<file path="src/rtl/uart_rx_pkg.sv">
// -----------------------------------------------------------------------------
// uart_rx_pkg
// Shared UART definitions used by both the transmitter and the receiver.
//   - uart_state_e : receive FSM state encoding (2 bits)
//   - DATA_BITS / STOP_BITS : 8N1 frame shape
//   - SYNC_STAGES  : depth of the rxd metastability synchroniser
//   - clks_per_bit(): clock divisor, rounded to nearest, so TX and RX agree
// -----------------------------------------------------------------------------
package uart_rx_pkg;

    localparam int DATA_BITS   = 8;
    localparam int STOP_BITS   = 1;
    localparam int SYNC_STAGES = 2;

    typedef enum logic [1:0] {
        ST_IDLE  = 2'd0,
        ST_START = 2'd1,
        ST_DATA  = 2'd2,
        ST_STOP  = 2'd3
    } uart_state_e;

    // Divisor rounded to the nearest integer: 27 MHz / 115200 -> 234.
    function automatic int clks_per_bit(input int clk_hz, input int baud);
        return (clk_hz + baud / 2) / baud;
    endfunction

endpackage

</file>
<file path="src/rtl/uart_rx_if.sv">
// -----------------------------------------------------------------------------
// uart_rx_if
// Byte-output handshake between the UART receiver and its core-side consumer.
//   rx_data      : received byte, stable while rx_valid=1
//   rx_valid     : byte available, held until accepted
//   rx_ready     : consumer accepts when rx_valid & rx_ready at a clk edge
//   rx_frame_err : qualifies rx_data, stop bit was sampled low
//   rx_overrun   : one-cycle pulse, a completed byte was dropped
// master = receiver side, slave = consumer side.
// -----------------------------------------------------------------------------
interface uart_rx_if;
    import uart_rx_pkg::*;

    logic [DATA_BITS-1:0] rx_data;
    logic                 rx_valid;
    logic                 rx_ready;
    logic                 rx_frame_err;
    logic                 rx_overrun;

    modport master (
        output rx_data,
        output rx_valid,
        output rx_frame_err,
        output rx_overrun,
        input  rx_ready
    );

    modport slave (
        input  rx_data,
        input  rx_valid,
        input  rx_frame_err,
        input  rx_overrun,
        output rx_ready
    );

endinterface

</file>
<file path="src/rtl/uart_rx_sampler.sv">
// -----------------------------------------------------------------------------
// uart_rx_sampler
// Brings the asynchronous rxd pin into the clk domain and forms the 2-of-3
// majority vote of the samples taken at cnt = H-1, H and H+1.
// Ports:
//   clk, rst_n   : clock, asynchronous active-low reset
//   i_rxd        : raw serial line
//   i_active     : parent FSM is inside a frame (sampling enabled)
//   i_cnt        : parent bit-period counter
//   o_rxd_s      : synchronised line
//   o_primed     : synchroniser has been flushed since reset, o_rxd_s is real
//   o_maj_now    : majority, valid combinationally while i_cnt == H+1
//   o_maj        : majority latched at i_cnt == H+1, held for the rest of the bit
// -----------------------------------------------------------------------------
module uart_rx_sampler
    import uart_rx_pkg::*;
#(
    parameter int CNT_W = 8,
    parameter int H     = 117
) (
    input  logic             clk,
    input  logic             rst_n,
    input  logic             i_rxd,
    input  logic             i_active,
    input  logic [CNT_W-1:0] i_cnt,
    output logic             o_rxd_s,
    output logic             o_primed,
    output logic             o_maj_now,
    output logic             o_maj
);

    localparam logic [CNT_W-1:0] CNT_EARLY = CNT_W'(H - 1);
    localparam logic [CNT_W-1:0] CNT_MID   = CNT_W'(H);
    localparam logic [CNT_W-1:0] CNT_LATE  = CNT_W'(H + 1);

    logic [SYNC_STAGES-1:0] r_sync;
    logic [SYNC_STAGES-1:0] r_primed;
    logic                   r_s0;
    logic                   r_s1;
    logic                   r_maj;
    logic                   w_rxd_s;
    logic                   w_maj_now;

    // The synchroniser resets to idle-high, which is not a real observation
    // of the line. r_primed fills with ones at the same rate the real rxd
    // value propagates through, so o_primed marks when o_rxd_s is trustworthy.
    always_ff @(posedge clk or negedge rst_n) begin
        if (!rst_n) begin
            r_sync   <= '1;
            r_primed <= '0;
        end else begin
            r_sync   <= {r_sync[SYNC_STAGES-2:0], i_rxd};
            r_primed <= {r_primed[SYNC_STAGES-2:0], 1'b1};
        end
    end

    assign w_rxd_s   = r_sync[SYNC_STAGES-1];
    // Third vote is the live sample at H+1, so the result is usable that cycle.
    assign w_maj_now = (r_s0 & r_s1) | (r_s0 & w_rxd_s) | (r_s1 & w_rxd_s);

    always_ff @(posedge clk or negedge rst_n) begin
        if (!rst_n) begin
            r_s0  <= 1'b1;
            r_s1  <= 1'b1;
            r_maj <= 1'b1;
        end else if (i_active) begin
            if (i_cnt == CNT_EARLY) r_s0  <= w_rxd_s;
            if (i_cnt == CNT_MID)   r_s1  <= w_rxd_s;
            if (i_cnt == CNT_LATE)  r_maj <= w_maj_now;
        end
    end

    assign o_rxd_s   = w_rxd_s;
    assign o_primed  = r_primed[SYNC_STAGES-1];
    assign o_maj_now = w_maj_now;
    assign o_maj     = r_maj;

endmodule

</file>
<file path="src/rtl/uart_rx.sv">
// -----------------------------------------------------------------------------
// uart_rx
// 8N1 serial receiver. Rebuilds bytes LSB first from the asynchronous rxd
// line and presents them on a one-entry valid/ready holding register.
// Ports:
//   clk, rst_n : clock, asynchronous active-low reset
//   i_rxd      : serial line, idle high
//   rx         : uart_rx_if.master (rx_data/rx_valid/rx_ready/rx_frame_err/
//                rx_overrun)
// Parameters: CLK_HZ, BAUD, CLKS_PER_BIT (>= 8, nearest-rounded divisor).
// -----------------------------------------------------------------------------
module uart_rx
    import uart_rx_pkg::*;
#(
    parameter int CLK_HZ       = 27000000,
    parameter int BAUD         = 115200,
    parameter int CLKS_PER_BIT = clks_per_bit(CLK_HZ, BAUD)
) (
    input  logic     clk,
    input  logic     rst_n,
    input  logic     i_rxd,
    uart_rx_if.master rx
);

    localparam int H     = CLKS_PER_BIT / 2;
    localparam int CNT_W = $clog2(CLKS_PER_BIT);
    localparam int BIT_W = $clog2(DATA_BITS);

    localparam logic [CNT_W-1:0] CNT_LAST = CNT_W'(CLKS_PER_BIT - 1);
    localparam logic [CNT_W-1:0] CNT_LATE = CNT_W'(H + 1);
    localparam logic [BIT_W-1:0] BIT_LAST = BIT_W'(DATA_BITS - 1);

    uart_state_e          r_state;
    uart_state_e          w_state_next;
    logic [CNT_W-1:0]     r_cnt;
    logic [CNT_W-1:0]     w_cnt_next;
    logic [BIT_W-1:0]     r_bit_idx;
    logic [BIT_W-1:0]     w_bit_idx_next;
    logic [DATA_BITS-1:0] r_shift;
    logic [DATA_BITS-1:0] w_shift_next;
    logic                 r_armed;
    logic                 w_armed_next;

    logic [DATA_BITS-1:0] r_data;
    logic [DATA_BITS-1:0] w_data_next;
    logic                 r_valid;
    logic                 w_valid_next;
    logic                 r_frame_err;
    logic                 w_frame_err_next;
    logic                 r_overrun;
    logic                 w_overrun_next;

    logic                 w_complete;
    logic                 w_load;
    logic                 w_rxd_s;
    logic                 w_primed;
    logic                 w_maj_now;
    logic                 w_maj;
    logic                 w_active;

    assign w_active = (r_state != ST_IDLE);

    uart_rx_sampler #(
        .CNT_W (CNT_W),
        .H     (H)
    ) u_sampler (
        .clk       (clk),
        .rst_n     (rst_n),
        .i_rxd     (i_rxd),
        .i_active  (w_active),
        .i_cnt     (r_cnt),
        .o_rxd_s   (w_rxd_s),
        .o_primed  (w_primed),
        .o_maj_now (w_maj_now),
        .o_maj     (w_maj)
    );

    always_ff @(posedge clk or negedge rst_n) begin
        if (!rst_n) begin
            r_state     <= ST_IDLE;
            r_cnt       <= '0;
            r_bit_idx   <= '0;
            r_shift     <= '0;
            r_armed     <= 1'b0;
            r_data      <= '0;
            r_valid     <= 1'b0;
            r_frame_err <= 1'b0;
            r_overrun   <= 1'b0;
        end else begin
            r_state     <= w_state_next;
            r_cnt       <= w_cnt_next;
            r_bit_idx   <= w_bit_idx_next;
            r_shift     <= w_shift_next;
            r_armed     <= w_armed_next;
            r_data      <= w_data_next;
            r_valid     <= w_valid_next;
            r_frame_err <= w_frame_err_next;
            r_overrun   <= w_overrun_next;
        end
    end

    always_comb begin
        w_state_next   = r_state;
        w_cnt_next     = r_cnt;
        w_bit_idx_next = r_bit_idx;
        w_shift_next   = r_shift;
        // A start is only accepted once the line has been seen high since the
        // previous start. A held-low break therefore yields a single 0x00 byte,
        // and a frame whose stop bit is low can still chain straight into the
        // next start if any of its bits were high.
        w_armed_next   = r_armed | (w_primed & w_rxd_s);
        w_complete     = 1'b0;

        case (r_state)
            ST_IDLE: begin
                w_cnt_next = '0;
                if (r_armed && !w_rxd_s) begin
                    w_state_next = ST_START;
                    w_armed_next = 1'b0;
                end
            end

            ST_START: begin
                w_cnt_next = r_cnt + CNT_W'(1);
                if (r_cnt == CNT_LATE && w_maj_now) begin
                    // Start bit did not hold at mid-bit: treat as a glitch.
                    w_state_next = ST_IDLE;
                    w_cnt_next   = '0;
                end else if (r_cnt == CNT_LAST) begin
                    w_state_next   = ST_DATA;
                    w_cnt_next     = '0;
                    w_bit_idx_next = '0;
                end
            end

            ST_DATA: begin
                w_cnt_next = r_cnt + CNT_W'(1);
                if (r_cnt == CNT_LAST) begin
                    w_cnt_next   = '0;
                    // Right shift: the first bit received ends up in bit 0.
                    w_shift_next = {w_maj, r_shift[DATA_BITS-1:1]};
                    if (r_bit_idx == BIT_LAST) begin
                        w_state_next = ST_STOP;
                    end else begin
                        w_bit_idx_next = r_bit_idx + BIT_W'(1);
                    end
                end
            end

            ST_STOP: begin
                w_cnt_next = r_cnt + CNT_W'(1);
                // Finishing at mid-stop leaves half a bit to catch a
                // back-to-back start edge.
                if (r_cnt == CNT_LATE) begin
                    w_complete   = 1'b1;
                    w_state_next = ST_IDLE;
                    w_cnt_next   = '0;
                end
            end

            default: begin
                w_state_next = ST_IDLE;
                w_cnt_next   = '0;
            end
        endcase
    end

    // Holding register: a completed byte is taken if the slot is empty or is
    // being drained on this very edge; otherwise it is dropped and flagged.
    always_comb begin
        w_data_next      = r_data;
        w_valid_next     = r_valid;
        w_frame_err_next = r_frame_err;
        w_load           = w_complete & (~r_valid | rx.rx_ready);
        w_overrun_next   = w_complete & ~w_load;

        if (w_load) begin
            w_data_next      = r_shift;
            w_frame_err_next = ~w_maj_now;
            w_valid_next     = 1'b1;
        end else if (r_valid && rx.rx_ready) begin
            w_valid_next = 1'b0;
        end
    end

    assign rx.rx_data      = r_data;
    assign rx.rx_valid     = r_valid;
    assign rx.rx_frame_err = r_frame_err;
    assign rx.rx_overrun   = r_overrun;

endmodule

</file>
<file path="src/flat_wrapper.sv">
// flat-port wrapper written by rule: the top's interface ports become plain ports
module uart_rx_flat import uart_rx_pkg::*;
#(
    parameter int CLK_HZ       = 27000000,
    parameter int BAUD         = 115200,
    parameter int CLKS_PER_BIT = clks_per_bit(CLK_HZ, BAUD)
)
  (clk, rst_n, i_rxd, rx_rx_data, rx_rx_valid, rx_rx_frame_err, rx_rx_overrun, rx_rx_ready);
  uart_rx_if rx_i ();
  input  logic clk;
  input  logic rst_n;
  input  logic i_rxd;
  output wire logic [$bits(rx_i.rx_data)-1:0] rx_rx_data;
  output wire logic [$bits(rx_i.rx_valid)-1:0] rx_rx_valid;
  output wire logic [$bits(rx_i.rx_frame_err)-1:0] rx_rx_frame_err;
  output wire logic [$bits(rx_i.rx_overrun)-1:0] rx_rx_overrun;
  input wire logic [$bits(rx_i.rx_ready)-1:0] rx_rx_ready;
  assign rx_rx_data = rx_i.rx_data;
  assign rx_rx_valid = rx_i.rx_valid;
  assign rx_rx_frame_err = rx_i.rx_frame_err;
  assign rx_rx_overrun = rx_i.rx_overrun;
  assign rx_i.rx_ready = rx_rx_ready;
  uart_rx #(.CLK_HZ(CLK_HZ), .BAUD(BAUD), .CLKS_PER_BIT(CLKS_PER_BIT)) u_core (.clk(clk), .rst_n(rst_n), .i_rxd(i_rxd), .rx(rx_i));
endmodule
</file>
<file path="config.mk">
export PLATFORM = sky130hd
export DESIGN_NAME = uart_rx_flat
export DESIGN_NICKNAME = d
export VERILOG_FILES = /design/src/rtl/uart_rx_pkg.sv /design/src/rtl/uart_rx_if.sv /design/src/rtl/uart_rx_sampler.sv /design/src/rtl/uart_rx.sv /design/src/flat_wrapper.sv
export SDC_FILE = /design/constraint.sdc
export NUM_CORES = 1
export LEC_CHECK = 0
export CAP_MARGIN = 10
export CELL_PAD_IN_SITES_DETAIL_PLACEMENT = 0
export CELL_PAD_IN_SITES_GLOBAL_PLACEMENT = 2
export CORE_MARGIN = 1
export CORE_UTILIZATION = 42
export CTS_BUF_LIST = sky130_fd_sc_hd__clkbuf_16
export CTS_CLUSTER_SIZE = 16
export DETAILED_ROUTE_END_ITERATION = 10
export PLACE_DENSITY = 0.85
export SLEW_MARGIN = 0
export SYNTH_ARGS = -nofsm -noshare
export SYNTH_HDL_FRONTEND = slang
export SYNTH_SLANG_ARGS = --single-unit
</file>
<file path="constraint.sdc">
create_clock -name clk -period 5.7 [get_ports clk]
set_input_delay 0.855 -clock clk [delete_from_list [all_inputs] [get_ports clk]]
set_output_delay 0.855 -clock clk [all_outputs]
set_load 0.02 [all_outputs]
</file>
==> metrics <==
outcome=finished, final reports clean; Top Layer Used=met4; hold buffer count at cts=0; later-pin clock latency in the skew report=0.27 ns; DR WL/cell=around 15 µm; syn_area_per_cell=12.6 µm²; CP max stage delay=0.60 ns; Fin Setup TNS=0 ns; leakage power=1.02 nW; CP cell instances=clkdlybuf4s50_1, nand2b_1, nor3b_2, mux2_2; internal reg-to-reg setup slack=3.49 ns; core footprint=0.00409 mm²; Post-DP Area=~0.002 mm²; CTS Buffer Depth=2; CP Launch Type=primary input; share of cells above drive strength 1=24.5%; Slew headroom=42.4%; crit end category=flip-flop; most frequent cells in the layout=35 x dfrtp_1, 18 x mux2_2, 13 x clkdlybuf4s50_1; PwrDens=between 300 and 400 mW/mm²; Hold WC Path Type=reg -> reg; met1 wire length=approximately 1500 µm; final worst path period share=40.0%; area of the multi-input gates=783 µm²; starting density of the core=~45%; drt via density=approximately 5.3; GPL Wtd Cong=0.687; # setup viols final=0; sw frac=25.4%; post-route ant nets=0; clk sinks=40; WP buf/inv=1; Synth cell types=40; Post-route DRC=0; post-CTS resize count=0; std cell rows=23; Critical Path Fanout Max=9; Int Pwr=560 µW; die footprint=roughly 0.0046 mm²; Initial DRC Count=64; clk slew on worst S/H paths=approximately 0.060 ns; Cells after Synth=about 140; CP arrival=2.44 ns; area taken by flip-flops and latches=0.00101 mm²; Pins Over Slew Limit=0; Tmin final=2.28 ns; root buffer cell=clkbuf_16; R2R depth=4; P&R area growth vs syn=19.2%; post-CTS setup buffer count=0; Fin Hold WS=0.354 ns; Worst Hold Depth=0; Critical Path Stages=4; number of global-route vias before repair=1131; Gate power share=a little under an eighth; switching pwr=191 µW; gr ovfl total=0; HPWL after DPL=2080 µm; Yosys top cell area share=between 40 and 50%; Vias=1138; Power, Total=751 µW; die height=between 60 and 70 µm; drt total wl=3090 µm; Synth Cell Area=0.00182 mm²; CP Data Required Time=between 5 and 6 ns; Clock Skew=0.00302 ns; gr usage total=15.7%; Met3 Wirelength=~100 µm; H-tree Lvls=2; power share of the clock group=41.2%; worst vdd ir=0.000209 V; drt first pass iters=4; delay-heaviest family, CP=simple AND/OR/NAND/NOR gates; number of port buffers=14; prevailing post-synth register cell=dfrtp_1; fillers=348; RSZ-0062 raised after global routing=no; Seq cells post-synth=40; Net count, final=roughly 170; most common cell after layout, fill and taps aside=dfrtp_1; I/O pins=15; largest net degree at the start of global routing=41; Reg power frac=a little under half; syn_nets=about 150; Yosys Warn Count=0; Achievable Freq=438 MHz; Horiz. Die Dim=67.8 µm; first-pass GRT wire length=5310 µm; sequential fraction of the synthesis area=55.3%; Finished Cell Area=0.00217 mm²; TritonCTS clock tree=yes; final hold violation count=0; Synth area leaders=dfrtp_1 48%, mux2_2 11%, dfstp_2 7.2%; WS Path Type=in -> reg; share of flip-flops with an asynchronous set or reset=100%; Post-synth EDFFs=0; DR WL met2=~1500 µm; Yosys top cell by area=dfrtp_1; final worst slack=3.42 ns; initial antenna violation count=0; pre-CTS setup slack=3.11 ns; MaxCap Viol Count=0; antenna cells=0; Least-Margin Pin Slew=0.863 ns; Slowest cell on crit path=nor3b_2; clock buffer count from CTS=5
per-stage QoR:
stage	std cells	util [%]
floorplan	144	-
global placement	205	49.0
detailed placement	205	49.0
CTS	213	53.1
global route	213	53.1
finish	213	53.1
metal layers:
metal / vias up / GRT usage, %
li1: 552 / -
met1: 565 / 21.0
met2: 19 / 24.8
met3: 2 / 4.00
met4: 0 / 5.47
met5: - / 0
cell families (layout without fill, tap and decap cells):
logic type / after synthesis / in the layout / share of synthesized area [%]
other: 1 / 1 / 0.206
adder cells (fa/ha/maj): 7 / 7 / 4.67
buffers and inverters: 7 / 26 / 1.65
AO/OA/AOI/OAI: 25 / 25 / 9.90
AND/OR/NAND/NOR: 39 / 39 / 13.6
flip-flops: 40 / 40 / 55.3
XOR/XNOR: 6 / 6 / 2.89
multiplexers: 19 / 19 / 11.8
power groups by stage:
stage,registers (mW),clock network (mW),logic (mW)
after global routing,0.361,0.331,0.101
after floorplan,0.347,0,0.0707
after global placement,0.356,0,0.0862
after CTS,0.355,0.319,0.0890
final,0.355,0.310,0.0871
after detailed placement,0.360,0,0.0880
state kept, by name, indices dropped and copies added (netlist names), named ones only:
name and count:
u_core.r_bit_idx 3, u_core.r_shift 8, u_core.rx.rx_overrun 1, u_core.rx.rx_frame_err 1
u_core.r_state 1, u_core.u_sampler.o_maj 1, u_core.r_cnt 8, u_core.u_sampler.r_primed 2
u_core.u_sampler.r_s0 1, u_core.rx.rx_valid 1, u_core.r_armed 1, u_core.rx.rx_data 8
u_core.u_sampler.r_sync 2, u_core.u_sampler.r_s1 1
synthesized netlist by cell type, drive strengths merged, types with 2 or more instances:
| library cell | instances |
|---|---|
| nor3b | 3 |
| nor3 | 4 |
| nand2 | 8 |
| nor2 | 11 |
| clkbuf | 2 |
| o2bb2ai | 4 |
| inv | 4 |
| nand4 | 2 |
| mux2 | 19 |
| xnor2 | 2 |
| xor2 | 4 |
| a22oi | 3 |
| and3 | 2 |
| o21ai | 8 |
| nand3 | 4 |
| a21oi | 2 |
| dfstp | 5 |
| dfrtp | 35 |
| o31ai | 2 |
| ha | 6 |
final cells by class:
type                    count  share of cell area (%)
clock buffers               5                    5.76
multi-input cells          97                    36.1
clock inverters             3                    1.96
repair buffers             14                    6.22
flip-flops and latches     40                    46.4
well taps                  50                    2.88
inverters                   4                   0.692
path summary, 6_finish.rpt:
path / start / to
max: rx_rx_ready / u_core.rx.rx_data[1]$_DFFE_PN0P_
min in group asynchronous: rst_n / u_core.r_bit_idx[2]$_DFFE_PN0P_
max in group asynchronous: rst_n / u_core.rx.rx_frame_err$_DFFE_PN0P_
min: u_core.u_sampler.r_sync[0]$_DFF_PN1_ / u_core.u_sampler.r_sync[1]$_DFF_PN1_
max reg2reg: u_core.r_cnt[3]$_DFF_PN0_ / u_core.rx.rx_data[1]$_DFFE_PN0P_
min reg2reg: u_core.u_sampler.r_sync[0]$_DFF_PN1_ / u_core.u_sampler.r_sync[1]$_DFF_PN1_
Power figures use the tool's default switching activity.
